--- src/rtl/apu_reg_writer.sv ---
// APU register-write front end: decodes two-byte address/data frames from the
// serial receiver into the $4000-$400F register file and per-channel change toggles.
module apu_reg_writer #(
   parameter logic [15:0] TIMEOUT_CYCLES = 16'd50000
) (
   input  logic         clk,
   input  logic         rst,
   input  logic         rx_valid,
   input  logic [7:0]   rx_data,
   output logic [127:0] apu_regs,
   output logic [3:0]   reg_change,
   output logic         frame_error,
   output logic         write_strobe
);

   typedef enum logic {
      IDLE = 1'b0,
      DATA = 1'b1
   } state_t;

   localparam logic [15:0] LAST_WAIT = TIMEOUT_CYCLES - 16'd1;

   state_t      state;
   logic [3:0]  offset;
   logic [15:0] wait_cnt;

   // NOTE: sequential state uses non-blocking assignments so every register
   // samples pre-edge values, independent of statement order in this block.
   always_ff @(posedge clk) begin
      if (rst) begin
         // NOTE: the register file is a flat vector of flops, not a RAM, so it
         // can and must be cleared by reset; consumers read it every cycle.
         apu_regs     <= '0;
         reg_change   <= '0;
         frame_error  <= 1'b0;
         write_strobe <= 1'b0;
         state        <= IDLE;
         offset       <= '0;
         wait_cnt     <= '0;
      end else begin
         frame_error  <= 1'b0;
         write_strobe <= 1'b0;
         case (state)
            IDLE: begin
               if (rx_valid) begin
                  if (rx_data[7:4] == 4'b1000) begin
                     offset   <= rx_data[3:0];
                     wait_cnt <= '0;
                     state    <= DATA;
                  end else begin
                     frame_error <= 1'b1;
                  end
               end
            end
            DATA: begin
               // A byte arriving on the timeout cycle still completes the frame.
               if (rx_valid) begin
                  apu_regs[{offset, 3'b000} +: 8] <= rx_data;
                  write_strobe <= 1'b1;
                  if (offset[1:0] == 2'b11)
                     reg_change[offset[3:2]] <= ~reg_change[offset[3:2]];
                  state <= IDLE;
               end else if (wait_cnt == LAST_WAIT) begin
                  frame_error <= 1'b1;
                  state       <= IDLE;
               end else if (wait_cnt != 16'hFFFF) begin
                  wait_cnt <= wait_cnt + 16'd1;
               end
            end
            default: state <= IDLE;
         endcase
      end
   end

endmodule

--- config.mk ---
export PLATFORM = sky130hd
export DESIGN_NAME = apu_reg_writer
export DESIGN_NICKNAME = d
export VERILOG_FILES = /design/src/rtl/apu_reg_writer.sv
export SDC_FILE = /design/constraint.sdc
export NUM_CORES = 1
export LEC_CHECK = 0
export ABC_AREA = 1
export BUFFER_PORTS_ARGS = -buffer_cell sky130_fd_sc_hd__buf_4
export CORE_MARGIN = 4
export CORE_UTILIZATION = 49
export DETAILED_ROUTE_END_ITERATION = 12
export PLACE_DENSITY = 0.73
export RECOVER_POWER = 50
export SYNTH_ARGS = -nofsm -noshare
export SYNTH_HDL_FRONTEND = slang
export SYNTH_SLANG_ARGS = --single-unit
--- constraint.sdc ---
create_clock -name clk -period 1.9 [get_ports clk]
set_input_delay 0.38 -clock clk [delete_from_list [all_inputs] [get_ports clk]]
set_output_delay 0.38 -clock clk [all_outputs]
set_load 0.01 [all_outputs]
* Yosys cells after proc, flatten, opt, wreduce, memory -nomap -nowiden
Index checks and enable logic that the tools add are counted.
** Operators by class
- Add/sub/neg operators :: 2
- Order comparisons :: 2
- Equal/unequal tests :: 9
- Shift operators :: 2
- Mux-type cells :: 23
- Bitwise logic cells :: 2
- Reduce and logical (&&, ||, !) cells :: 6
** Operators by type and width (number)
- 128-bit bitwise mux :: 1
- 8-bit by 9-bit variable shift with 128-bit output (first input constant) :: 1
- 8-bit by 9-bit indexed part select with 128-bit output :: 1
- 16-bit 2-to-1 mux :: 5
- 16-bit one-hot mux with 2 select lines :: 1
- 16-bit by 1-bit adder with 16-bit output (second input constant) :: 1
- 16-bit equality test (second input constant) :: 1
- 16-bit != test (second input constant) :: 1
- 1-bit 2-to-1 mux :: 11
- 7-bit negation with 9-bit output :: 1
- 2-bit != test (second input constant) :: 4
- 3-bit AND reduction :: 2
- 5-bit AND reduction :: 1
- 4-bit bitwise mux :: 1
- 4-bit equality test (second input constant) :: 1
- 1-bit one-hot mux with 2 select lines :: 2
- 2-bit by 3-bit less-than comparator with 1-bit output (second input constant) :: 1
- 1-bit binary-select mux with 2-bit select :: 1
- 1-bit demux with 2-bit select :: 1
- 2-bit equality test (second input constant) :: 1
- 2-bit by 1-bit >= comparator with 1-bit output (second input constant) :: 1
- 2-bit by 1-bit != test with 1-bit output (second input constant) :: 1
- 1-bit inverter :: 2
- 2-bit AND reduction :: 1
- other kinds (2) :: 2
** Word-level totals
- Bits in registers :: 155
- Bits of input ports :: 11

* Longest topological paths before layout
Gate-level depths: netlist of the first run.
- Depth after elaboration :: 5
- Depth in mapped cells :: 13
- Mapped depth without buffers :: 13

* Least setup slack after synthesis of the first run
OpenSTA, ideal clock, no wires.
- Kind :: register to register
- Start :: register offset[0]
- End :: register apu_regs[49]
- Library setup time :: 132 ps
- Arrival :: 1775 ps
- Required time :: 1768 ps
- Slack :: -7 ps
- Stages on the path, launching flop included :: 11
- Buffers on the path :: 1
- Clock period less this slack :: 1907 ps
- Cell sequence :: dfxtp_1 inv_2 ha_1 inv_2 buf_2 nor2_2 nand2_2 nor2_1 inv_2 nand2_1 a21oi_1
** Between the ends
- Cells in the longest elaborated chain, start to end :: 3
** Ends and longest elaborated chain
- start: declaration :: line 24 : logic [3:0] offset;
- start signal: assignment :: line 47 : offset <= rx_data[3:0];
- 7-bit negation with 9-bit output (*) :: line 58 : apu_regs[{offset, 3'b000} +: 8] <= rx_data;
- 8-bit by 9-bit indexed part select with 128-bit output or 8-bit by 9-bit variable shift with 128-bit output (tied branches) :: line 58
- 128-bit bitwise mux (*) :: line 58
- end signal: indexed assignment :: line 58
- end: declaration :: line 10 : output logic [127:0] apu_regs,
Every way passes the cells marked *; elsewhere a longest branch is shown, timed or not.
A chain may end at the register's enable or synchronous reset.

* Worst setup path after layout of the first run
- Start :: register offset[0]
- End :: register apu_regs[110]
The elaborated chain is that of the path after synthesis.

==> results.py, run 1 <==
metrics = {
    "status": {
        "outcome": "complete, no violations",
    },
    "placement": {
        "dp_slack_ns": 0.07066,
        "place.gp.congestion": 0.8984,
        "dp_hpwl_mm": 12.91,
        "port_buffers": 144,
        "dp.cells": 1177,
        "place_area_mm2": 0.007801,
    },
    "routing": {
        "postRouteAntennaNets": 0,
        "drt_iter0_drc": 652,
        "wl_per_cell_um": 15.28,
        "first_pass_iters": 5,
        "dr_total_vias": 6332,
        "drc": 0,
        "routed_wl_mm": 18.73,
        "vias_per_cell": 5.165,
    },
    "critical_path": {
        "cp-end-kind": "flip-flop",
        "critPathSlowestCell": "dfxtp_2",
        "required_ns": 2.21,
        "reg2reg_from": "offset[0]$_SDFFE_PP0P_",
        "r2r_slack_ns": 0.09,
        "critPathMaxStageDelay_ns": 0.37,
        "criticalPathCategory": "flip-flop to flip-flop",
        "reg2reg_depth": 9,
        "critPathLaunchType": "flip-flop",
        "crit_path_max_fanout": 9,
        "reg2reg_to": "apu_regs[110]$_SDFFE_PP0P_",
        "crit_chain": "inv_2 > ha_2 > inv_1 > nand2_1 > nand2_4 > buf_4 > nand4_2 > o21ai_0 > nor2_1",
        "critPathArrivalTime_ns": 2.12,
    },
    "clock_network": {
        "clock_sinks": 155,
        "hold_buffers": 0,
        "clk_pin_slew_ns": 0.06,
        "clk_latency_ns": 0.42,
        "cts_root_buf": "clkbuf_16",
        "clockBufferDepth": 2,
        "cts_tree": "yes",
        "h-tree-depth": 4,
        "cts-buffers-inserted": 17,
    },
    "finish": {
        "layout_common_cells": "buf_4, dfxtp_1, nor2_1",
        "post-route-util_pct": 67.54,
        "areaGrowthSynthToFinish_pct": 33.19,
        "instances_no_fill": 1226,
        "multi_input_area_mm2": 0.002952,
        "final_common_cell": "buf_4",
        "final_area_mm2": 0.008627,
        "fin_nets": 1056,
        "drive_above_1_share_pct": 26.00,
        "fill_cells": 1070,
        "register_area_mm2": 0.003105,
        "n_antenna_cell": 0,
    },
    "worst_hold_path": {
        "hold_depth": 3,
        "hold_end": "apu_regs[71]$_SDFFE_PP0P_",
        "min_path_type": "input pin to flip-flop",
        "min_from": "rx_data[7]",
    },
    "synth": {
        "syn_nets": 889,
        "ys.warnings.count": 0,
        "ys_ff_latch": 155,
        "ys_seq_area_share_pct": 47.90,
        "avgSynthCellArea_um2": 7.411,
        "synth_cell_types": 34,
        "netlist_area_mm2": 0.006477,
        "netlist_instances": 874,
    },
    "sta": {
        "min_period_ns": 1.809,
        "slew_viol_final": 0,
        "rsz0062_at_grt": "true",
        "hold_viol": 0,
        "worstMarginPinSlew_ns": 0.5474,
        "fmax_mhz": 552.7,
        "finalSetupTns_ns": 0,
        "post-route-period-util_pct": 95.23,
        "fin_ws_ns": 0.09058,
        "slew_headroom_pct": 63.51,
        "clock_skew_ns": 0.008765,
        "setup_violations": 0,
    },
    "global_route": {
        "grt_max_degree": 65,
        "track_usage_pct": 24.97,
        "grt_overflow": 0,
        "grt_pass1_wl_mm": 29.58,
        "antenna_found_initial": 0,
        "grt_pass1_vias": 5950,
    },
    "floorplanning": {
        "start_util_pct": 50.71,
        "dieArea_mm2": 0.01512,
        "boundaryPins": 145,
        "rows": 41,
        "floorplan.die.height_um": 123.0,
        "die_w_um": 123.0,
        "design.core.area_mm2": 0.01277,
    },
    "power_and_ir_drop": {
        "p_per_area_mw_per_mm2": 814.1,
        "p_leak_nw": 3.714,
        "ir_drop_mv": 0.8884,
    },
    "run": {
        "maxCapViolCount": 0,
    },
}
-- cells by family (layout without fill, tap and decap cells) --
kind of cell,after synthesis,count (layout),share of synthesized area (%)
and+or+nand+nor,384,386,26.79
AOI/OAI and AO/OA,218,218,17.06
DFF,155,155,47.90
buffers and inverters,113,291,7.475
adders and majority gates,4,4,0.7727
-- cell type report --
cell class / instances / share of cell area (%)
Multi-Input combinational cell: 608 / 34.21
Timing Repair Buffer: 186 / 16.91
Inverter: 73 / 3.379
Clock buffer: 23 / 5.424
Clock inverter: 9 / 1.581
Sequential cell: 155 / 36.00
Tap cell: 172 / 2.495
-- routing by layer --
metal | wire, um | track usage (%) | share of wire, % | vias to the layer above
li1 | - | - | - | 3192
met3 | 1391 | 6.770 | 7.4 | 37
met4 | 369 | 8.858 | 2.0 | 0
met2 | 8800 | 39.97 | 47 | 241
met1 | 8167 | 32.63 | 44 | 2862
met5 | 0 | 0 | 0 | -
-- timing repair --
action	CTS	global route
resized for setup	0	20
endpoints found under the setup margin	0	119
setup buffers	0	15
hold endpoints to repair	0	0
-- metrics by stage --
| stage | total power [mW] | hold WS (ns) |
|---|---|---|
| after detailed placement | 3.584 | 0.4523 |
| final | 7.023 | 0.2381 |
| after floorplan | 3.489 | 0.4642 |
| after CTS | 7.028 | 0.2459 |
| after global placement | 3.585 | 0.4510 |
| after global routing | 7.232 | 0.2556 |
-- cell usage after synthesis --
cell type,number,area (um2)
nand3b_1,1,7.510
nand3_1,45,225.2
nand3_2,2,20.02
nand4_1,2,12.51
a211oi_1,4,30.03
buf_4,7,52.55
o21ai_1,17,85.08
nand3_4,1,17.52
nor2_1,141,529.3
nor4_4,1,21.27
nor3b_1,2,15.01
nor2_2,7,43.79
dfxtp_1,155,3103
ha_1,4,50.05
clkinv_1,1,3.750
nand4_2,1,12.51
buf_2,9,45.04
inv_1,60,225.2
nand4_4,1,21.27
clkbuf_1,21,78.83
o21bai_1,1,7.510
buf_6,2,22.52
nand2_1,137,514.2
nand2_4,3,33.78
a21oi_1,107,535.5
nor3_1,19,95.09
buf_1,1,3.750
nor2_4,7,78.83
and2_0,1,6.260
o21ai_0,88,440.4
inv_4,3,18.77
nand2_2,13,81.33
inv_2,9,33.78
o22ai_1,1,6.260
-- power by group --
group	switching, mW	internal [mW]	total (mW)
registers	0.00690	3.26	3.26
logic	0.188	0.0807	0.268
clock network	1.35	2.14	3.49
-- registers in the layout, summed over array words and instances, names as in the netlist --
name	flops
state	1
frame_error	1
offset	4
write_strobe	1
apu_regs	128
reg_change	4
wait_cnt	16
-- worst max-delay path: cells and delay by family (launching register included) --
family                     cells  cell delay, ns
and+or+nand+nor                4            0.54
adders and majority gates      1            0.21
DFF                            1            0.37
buffers and inverters          3            0.28
AOI/OAI and AO/OA              1            0.31
-- worst max-delay path by stage --
stage / start / to / slack, ns / cells past startpoint
after floorplan: offset[0]$_SDFFE_PP0P_ / apu_regs[49]$_SDFFE_PP0P_ / 0.03 / 10
after global placement: offset[0]$_SDFFE_PP0P_ / apu_regs[91]$_SDFFE_PP0P_ / 0.13 / 7
after detailed placement: offset[0]$_SDFFE_PP0P_ / apu_regs[72]$_SDFFE_PP0P_ / 0.07 / 10
after CTS: offset[0]$_SDFFE_PP0P_ / apu_regs[55]$_SDFFE_PP0P_ / 0.04 / 9
after global routing: offset[0]$_SDFFE_PP0P_ / apu_regs[126]$_SDFFE_PP0P_ / -0.02 / 10
final: offset[0]$_SDFFE_PP0P_ / apu_regs[110]$_SDFFE_PP0P_ / 0.09 / 9
Power figures use the tool's default switching activity.
==> inputs of run 2 (changes only) <==
--- a/config.mk
+++ b/config.mk
@@ -7,8 +7,10 @@
 export LEC_CHECK = 0
 export ABC_AREA = 1
 export BUFFER_PORTS_ARGS = -buffer_cell sky130_fd_sc_hd__buf_4
+export CELL_PAD_IN_SITES_DETAIL_PLACEMENT = 0
+export CELL_PAD_IN_SITES_GLOBAL_PLACEMENT = 1
 export CORE_MARGIN = 4
-export CORE_UTILIZATION = 49
+export CORE_UTILIZATION = 35
 export DETAILED_ROUTE_END_ITERATION = 12
 export PLACE_DENSITY = 0.73
 export RECOVER_POWER = 50
==> results.py, run 2 (synthesized netlist as in run 1, its figures left out) <==
metrics = {
    "placement": {
        "dp.cells": 1238,
        "port_buffers": 144,
        "place.gp.congestion": 0.8272,
        "dp_hpwl_mm": 14.74,
    },
    "critical_path": {
        "cp-end-kind": "flip-flop",
        "crit_chain": "nor2_2 > nand3_2 > nand2_4 > nand2_4 > inv_1 > nand2_1 > a21oi_1",
        "critPathArrivalTime_ns": 2.11,
        "cp_common_cell": "nand2_4",
        "critPathLaunchType": "flip-flop",
        "crit_path_max_fanout": 11,
        "required_ns": 2.25,
        "criticalPathCategory": "flip-flop to flip-flop",
        "reg2reg_from": "offset[2]$_SDFFE_PP0P_",
        "critPathSlowestCell": "dfxtp_1",
        "crit_start": "offset[2]$_SDFFE_PP0P_",
        "critPathMaxStageDelay_ns": 0.38,
    },
    "sta": {
        "slew_viol_final": 0,
        "slew_headroom_pct": 60.43,
        "fmax_mhz": 568.4,
        "post-route-period-util_pct": 92.60,
        "hold_viol": 0,
        "min_period_ns": 1.759,
        "rsz0062_at_grt": "true",
        "worstMarginPinSlew_ns": 0.5935,
        "setup_violations": 0,
        "clock_skew_ns": 0.008344,
        "finalSetupTns_ns": 0,
    },
    "global_route": {
        "track_usage_pct": 19.78,
        "antenna_found_initial": 0,
        "grt_pass1_wl_mm": 32.26,
        "grt_max_degree": 52,
        "grt_overflow": 0,
        "grt_pass1_vias": 5917,
    },
    "routing": {
        "vias_per_cell": 4.866,
        "wl_per_cell_um": 15.97,
        "drt_iter0_drc": 420,
        "postRouteAntennaNets": 0,
        "drc": 0,
        "routed_wl_mm": 20.42,
        "dr_total_vias": 6219,
        "first_pass_iters": 5,
    },
    "floorplanning": {
        "rows": 49,
        "die_w_um": 144.0,
        "design.core.area_mm2": 0.01809,
        "dieArea_mm2": 0.02075,
        "floorplan.die.height_um": 144.0,
        "boundaryPins": 145,
        "start_util_pct": 35.81,
    },
    "clock_network": {
        "h-tree-depth": 4,
        "clk_pin_slew_ns": 0.07,
        "clockBufferDepth": 2,
        "cts_tree": "yes",
        "cts-buffers-inserted": 17,
        "clk_latency_ns": 0.43,
        "cts_root_buf": "clkbuf_16",
        "clock_sinks": 155,
    },
    "finish": {
        "largest_registers": "apu_regs: 128 flops, wait_cnt: 16 flops",
        "areaGrowthSynthToFinish_pct": 26.13,
        "layout_common_cells": "dfxtp_1, nor2_1, nand2_1",
        "n_antenna_cell": 0,
        "final_common_cell": "dfxtp_1",
        "largest_reg_flops": 128,
        "largest_register": "apu_regs",
        "fin_nets": 1051,
        "drive_above_1_share_pct": 12.68,
        "instances_no_fill": 1278,
        "post-route-util_pct": 45.17,
    },
    "power_and_ir_drop": {
        "p_leak_nw": 3.131,
        "ir_drop_mv": 0.5796,
        "power_mw": 7.167,
        "p_per_area_mw_per_mm2": 877.1,
    },
    "run": {
        "maxCapViolCount": 0,
    },
    "status": {
        "outcome": "complete, no violations",
    },
    "worst_hold_path": {
        "min_from": "rx_data[7]",
        "min_path_type": "input pin to flip-flop",
    },
}
==> run 2: cell types whose count changed in the layout (fill, tap and decap cells not counted), moves of 3 or more <==
| cell | change |
|---|---|
| inv_6 | +3 |
| o21ai_0 | -3 |
| inv_8 | +3 |
| clkbuf_1 | +132 |
| o21ai_1 | +3 |
| buf_4 | -143 |
==> run 2: final cells by class <==
type	instances	area, um2
flip-flops and latches	155	3103
fillers	1953	9916
clock inverters	14	181.4
multi-input cells	606	2930
inverters	73	286.5
clock buffers	18	439.2
well taps	229	286.5
repair buffers	183	943.4
==> run 2: worst max-delay path: cells and delay by family, from the launching register on <==
family	cells	cell delay, ns
DFF	1	0.38
buffers and inverters	1	0.33
and+or+nand+nor	5	0.81
AOI/OAI and AO/OA	1	0.16
==> run 2: final timing paths <==
kind | endpoint | slack [ns] | cells after the start
max | apu_regs[87]$_SDFFE_PP0P_ | 0.14 | 7
min | apu_regs[71]$_SDFFE_PP0P_ | 0.25 | 3
max reg2reg | apu_regs[87]$_SDFFE_PP0P_ | 0.14 | 7
min reg2reg | apu_regs[86]$_SDFFE_PP0P_ | 0.46 | 2
==> run 2: power breakdown <==
group          internal [mW]  leakage [nW]  total (mW)  switching (mW)
logic                 0.0766          1.58       0.269           0.193
clock network           2.14         0.307        3.64            1.50
registers               3.26          1.25        3.26         0.00632
==> run 2: per-layer routing <==
layer | wire [um] | track usage, %
met5 | 0 | 0
met4 | 140 | 4.063
met3 | 1206 | 5.853
met2 | 9311 | 30.72
met1 | 9757 | 27.46
==> run 2: metrics by stage <==
stage,setup WS [ns],cell area (um2),hold slack [ns]
3_3_place_gp,0.09560,7890,0.4504
3_5_place_dp,0.07493,7890,0.4558
2_1_floorplan,0.02726,6480,0.4642
6_report,0.1406,8170,0.2492
4_1_cts,0.05009,8511,0.2563
5_1_grt,-0.01188,8170,0.2775
==> run 2: timing repair <==
| action | in CTS | in global routing |
|---|---|---|
| setup endpoints to repair | 0 | 103 |
| buffers inserted | 0 | 8 |
| gates resized for setup | 0 | 16 |
| hold buffers | 0 | 0 |
==> inputs of run 3 (changes only) <==
--- a/config.mk
+++ b/config.mk
@@ -6,13 +6,13 @@
 export NUM_CORES = 1
 export LEC_CHECK = 0
 export ABC_AREA = 1
-export BUFFER_PORTS_ARGS = -buffer_cell sky130_fd_sc_hd__buf_4
 export CELL_PAD_IN_SITES_DETAIL_PLACEMENT = 0
 export CELL_PAD_IN_SITES_GLOBAL_PLACEMENT = 1
 export CORE_MARGIN = 4
-export CORE_UTILIZATION = 35
+export CORE_UTILIZATION = 41
 export DETAILED_ROUTE_END_ITERATION = 12
-export PLACE_DENSITY = 0.73
+export DONT_BUFFER_PORTS = 1
+export PLACE_DENSITY = 0.72
 export RECOVER_POWER = 50
 export SYNTH_ARGS = -nofsm -noshare
 export SYNTH_HDL_FRONTEND = slang
==> results.py, run 3 (synthesized netlist as in run 1, its figures left out) <==
metrics = {
    "routing": {
        "vias_per_cell": 5.150,
        "wl_per_cell_um": 16.84,
        "drt_iter0_drc": 409,
        "first_pass_iters": 5,
        "dr_total_vias": 5716,
        "drc": 0,
        "routed_wl_mm": 18.69,
        "postRouteAntennaNets": 0,
    },
    "clock_network": {
        "cts_tree": "yes",
        "h-tree-depth": 4,
        "clk_pin_slew_ns": 0.07,
        "cts_root_buf": "clkbuf_16",
        "cts-buffers-inserted": 17,
        "clockBufferDepth": 2,
        "clock_sinks": 155,
        "hold_buffers": 0,
        "clk_latency_ns": 0.43,
    },
    "sta": {
        "slew_viol_final": 0,
        "fin_hold_ws_ns": 0.02189,
        "rsz0062_at_grt": "true",
        "min_period_ns": 1.798,
        "hold_viol": 0,
        "worstMarginPinSlew_ns": 0.4600,
        "setup_violations": 0,
        "fmax_mhz": 556.2,
        "fin_ws_ns": 0.1019,
        "clock_skew_ns": 0.01425,
        "slew_headroom_pct": 69.33,
        "post-route-period-util_pct": 94.64,
    },
    "critical_path": {
        "critPathLaunchType": "flip-flop",
        "crit_path_max_fanout": 13,
        "reg2reg_depth": 12,
        "cp-end-kind": "flip-flop",
        "criticalPathCategory": "flip-flop to flip-flop",
        "critPathArrivalTime_ns": 2.12,
        "required_ns": 2.23,
    },
    "run": {
        "maxCapViolCount": 0,
    },
    "power_and_ir_drop": {
        "ir_drop_mv": 0.6123,
        "p_leak_nw": 2.839,
        "p_per_area_mw_per_mm2": 893.7,
        "power_mw": 6.702,
    },
    "global_route": {
        "track_usage_pct": 20.87,
        "grt_overflow": 0,
        "grt_pass1_wl_mm": 29.48,
        "antenna_found_initial": 0,
        "grt_pass1_vias": 5415,
        "grt_max_degree": 53,
    },
    "placement": {
        "port_buffers": 0,
        "dp.cells": 1067,
        "dp_hpwl_mm": 13.57,
        "place.gp.congestion": 0.8566,
        "dp_slack_ns": -0.01444,
    },
    "finish": {
        "n_antenna_cell": 0,
        "instances_no_fill": 1110,
        "fin_nets": 901,
        "post-route-util_pct": 48.97,
        "fill_cells": 1560,
        "largest_register": "apu_regs",
        "largest_reg_flops": 128,
        "layout_common_cells": "dfxtp_1, nor2_1, nand2_1",
        "largest_registers": "apu_regs: 128 flops, wait_cnt: 16 flops",
        "drive_above_1_share_pct": 13.68,
        "final_common_cell": "dfxtp_1",
        "areaGrowthSynthToFinish_pct": 15.78,
    },
    "floorplanning": {
        "start_util_pct": 42.30,
        "dieArea_mm2": 0.01787,
        "floorplan.die.height_um": 133.7,
        "die_w_um": 133.7,
        "boundaryPins": 145,
        "rows": 45,
        "design.core.area_mm2": 0.01531,
    },
    "worst_hold_path": {
        "hold_depth": 1,
        "min_path_type": "input pin to flip-flop",
    },
    "status": {
        "outcome": "complete, no violations",
    },
}
==> run 3: cell count changes in the layout (fill, tap and decap cells not counted), moves of 3 or more <==
cell,before,now
nor2_2,6,9
clkbuf_1,136,4
inv_4,3,6
o21ai_1,21,18
buf_4,38,21
o21ai_0,84,87
inv_1,58,55
clkinvlp_4,1,4
inv_8,3,0
==> run 3: report_power, final <==
group | internal [mW] | switching (mW)
clock | 1.85 | 1.40
combinational | 0.0538 | 0.139
sequential | 3.26 | 0.00779
total | 5.16 | 1.54
==> run 3: worst max-delay path, cell delays in order (launching register included) <==
cell and delay, ns:
dfxtp_1 0.31, inv_1 0.10, buf_4 0.16, nand3_1 0.07, nand2_1 0.13, nand2_4 0.15
inv_4 0.14, nand3_4 0.15, nor2_4 0.16, buf_12 0.14, nand2_1 0.06, o21ai_1 0.08
nor2_1 0.05
==> run 3: what timing repair did <==
item | in CTS | in global routing
cloned | 0 | 2
setup buffers | 0 | 9
resized for setup | 1 | 23
setup endpoints to repair | 3 | 91
pin swaps | 0 | 10
hold endpoints to repair | 0 | 0
==> run 3: area by class of cell <==
cell class              instances  area, um2  share of cell area, %
flip-flops and latches        155       3105                  41.41
well taps                     211      264.0                  3.520
repair buffers                 31      310.3                  4.137
inverters                      73      296.5                  3.954
multi-input cells             608       2964                  39.52
clock buffers                  20      446.7                  5.956
clock inverters                12      112.6                  1.502
==> run 3: final timing paths <==
| check | end | slack (ns) | startpoint |
|---|---|---|---|
| max | apu_regs[60]$_SDFFE_PP0P_ | 0.10 | offset[1]$_SDFFE_PP0P_ |
| min | offset[2]$_SDFFE_PP0P_ | 0.02 | rst |
| max reg2reg | apu_regs[60]$_SDFFE_PP0P_ | 0.10 | offset[1]$_SDFFE_PP0P_ |
| min reg2reg | wait_cnt[1]$_SDFFE_PP0P_ | 0.50 | wait_cnt[1]$_SDFFE_PP0P_ |
==> run 3: through the flow <==
| step | TNS, ns | cell area (um2) |
|---|---|---|
| after floorplan | 0 | 6480 |
| after global placement | 0 | 6731 |
| after detailed placement | -0.02791 | 6731 |
| after CTS | 0 | 7296 |
| after global routing | 0 | 7500 |
| final | 0 | 7500 |
==> run 3: layer usage <==
metal  vias to the layer above  GRT usage (%)  part of all wire [%]
met3                        22          7.704                   7.8
met2                       158          33.80                    48
met5                         -              0                     0
li1                       2885              -                     -
met4                         0          7.143                   1.6
met1                      2651          25.72                    43
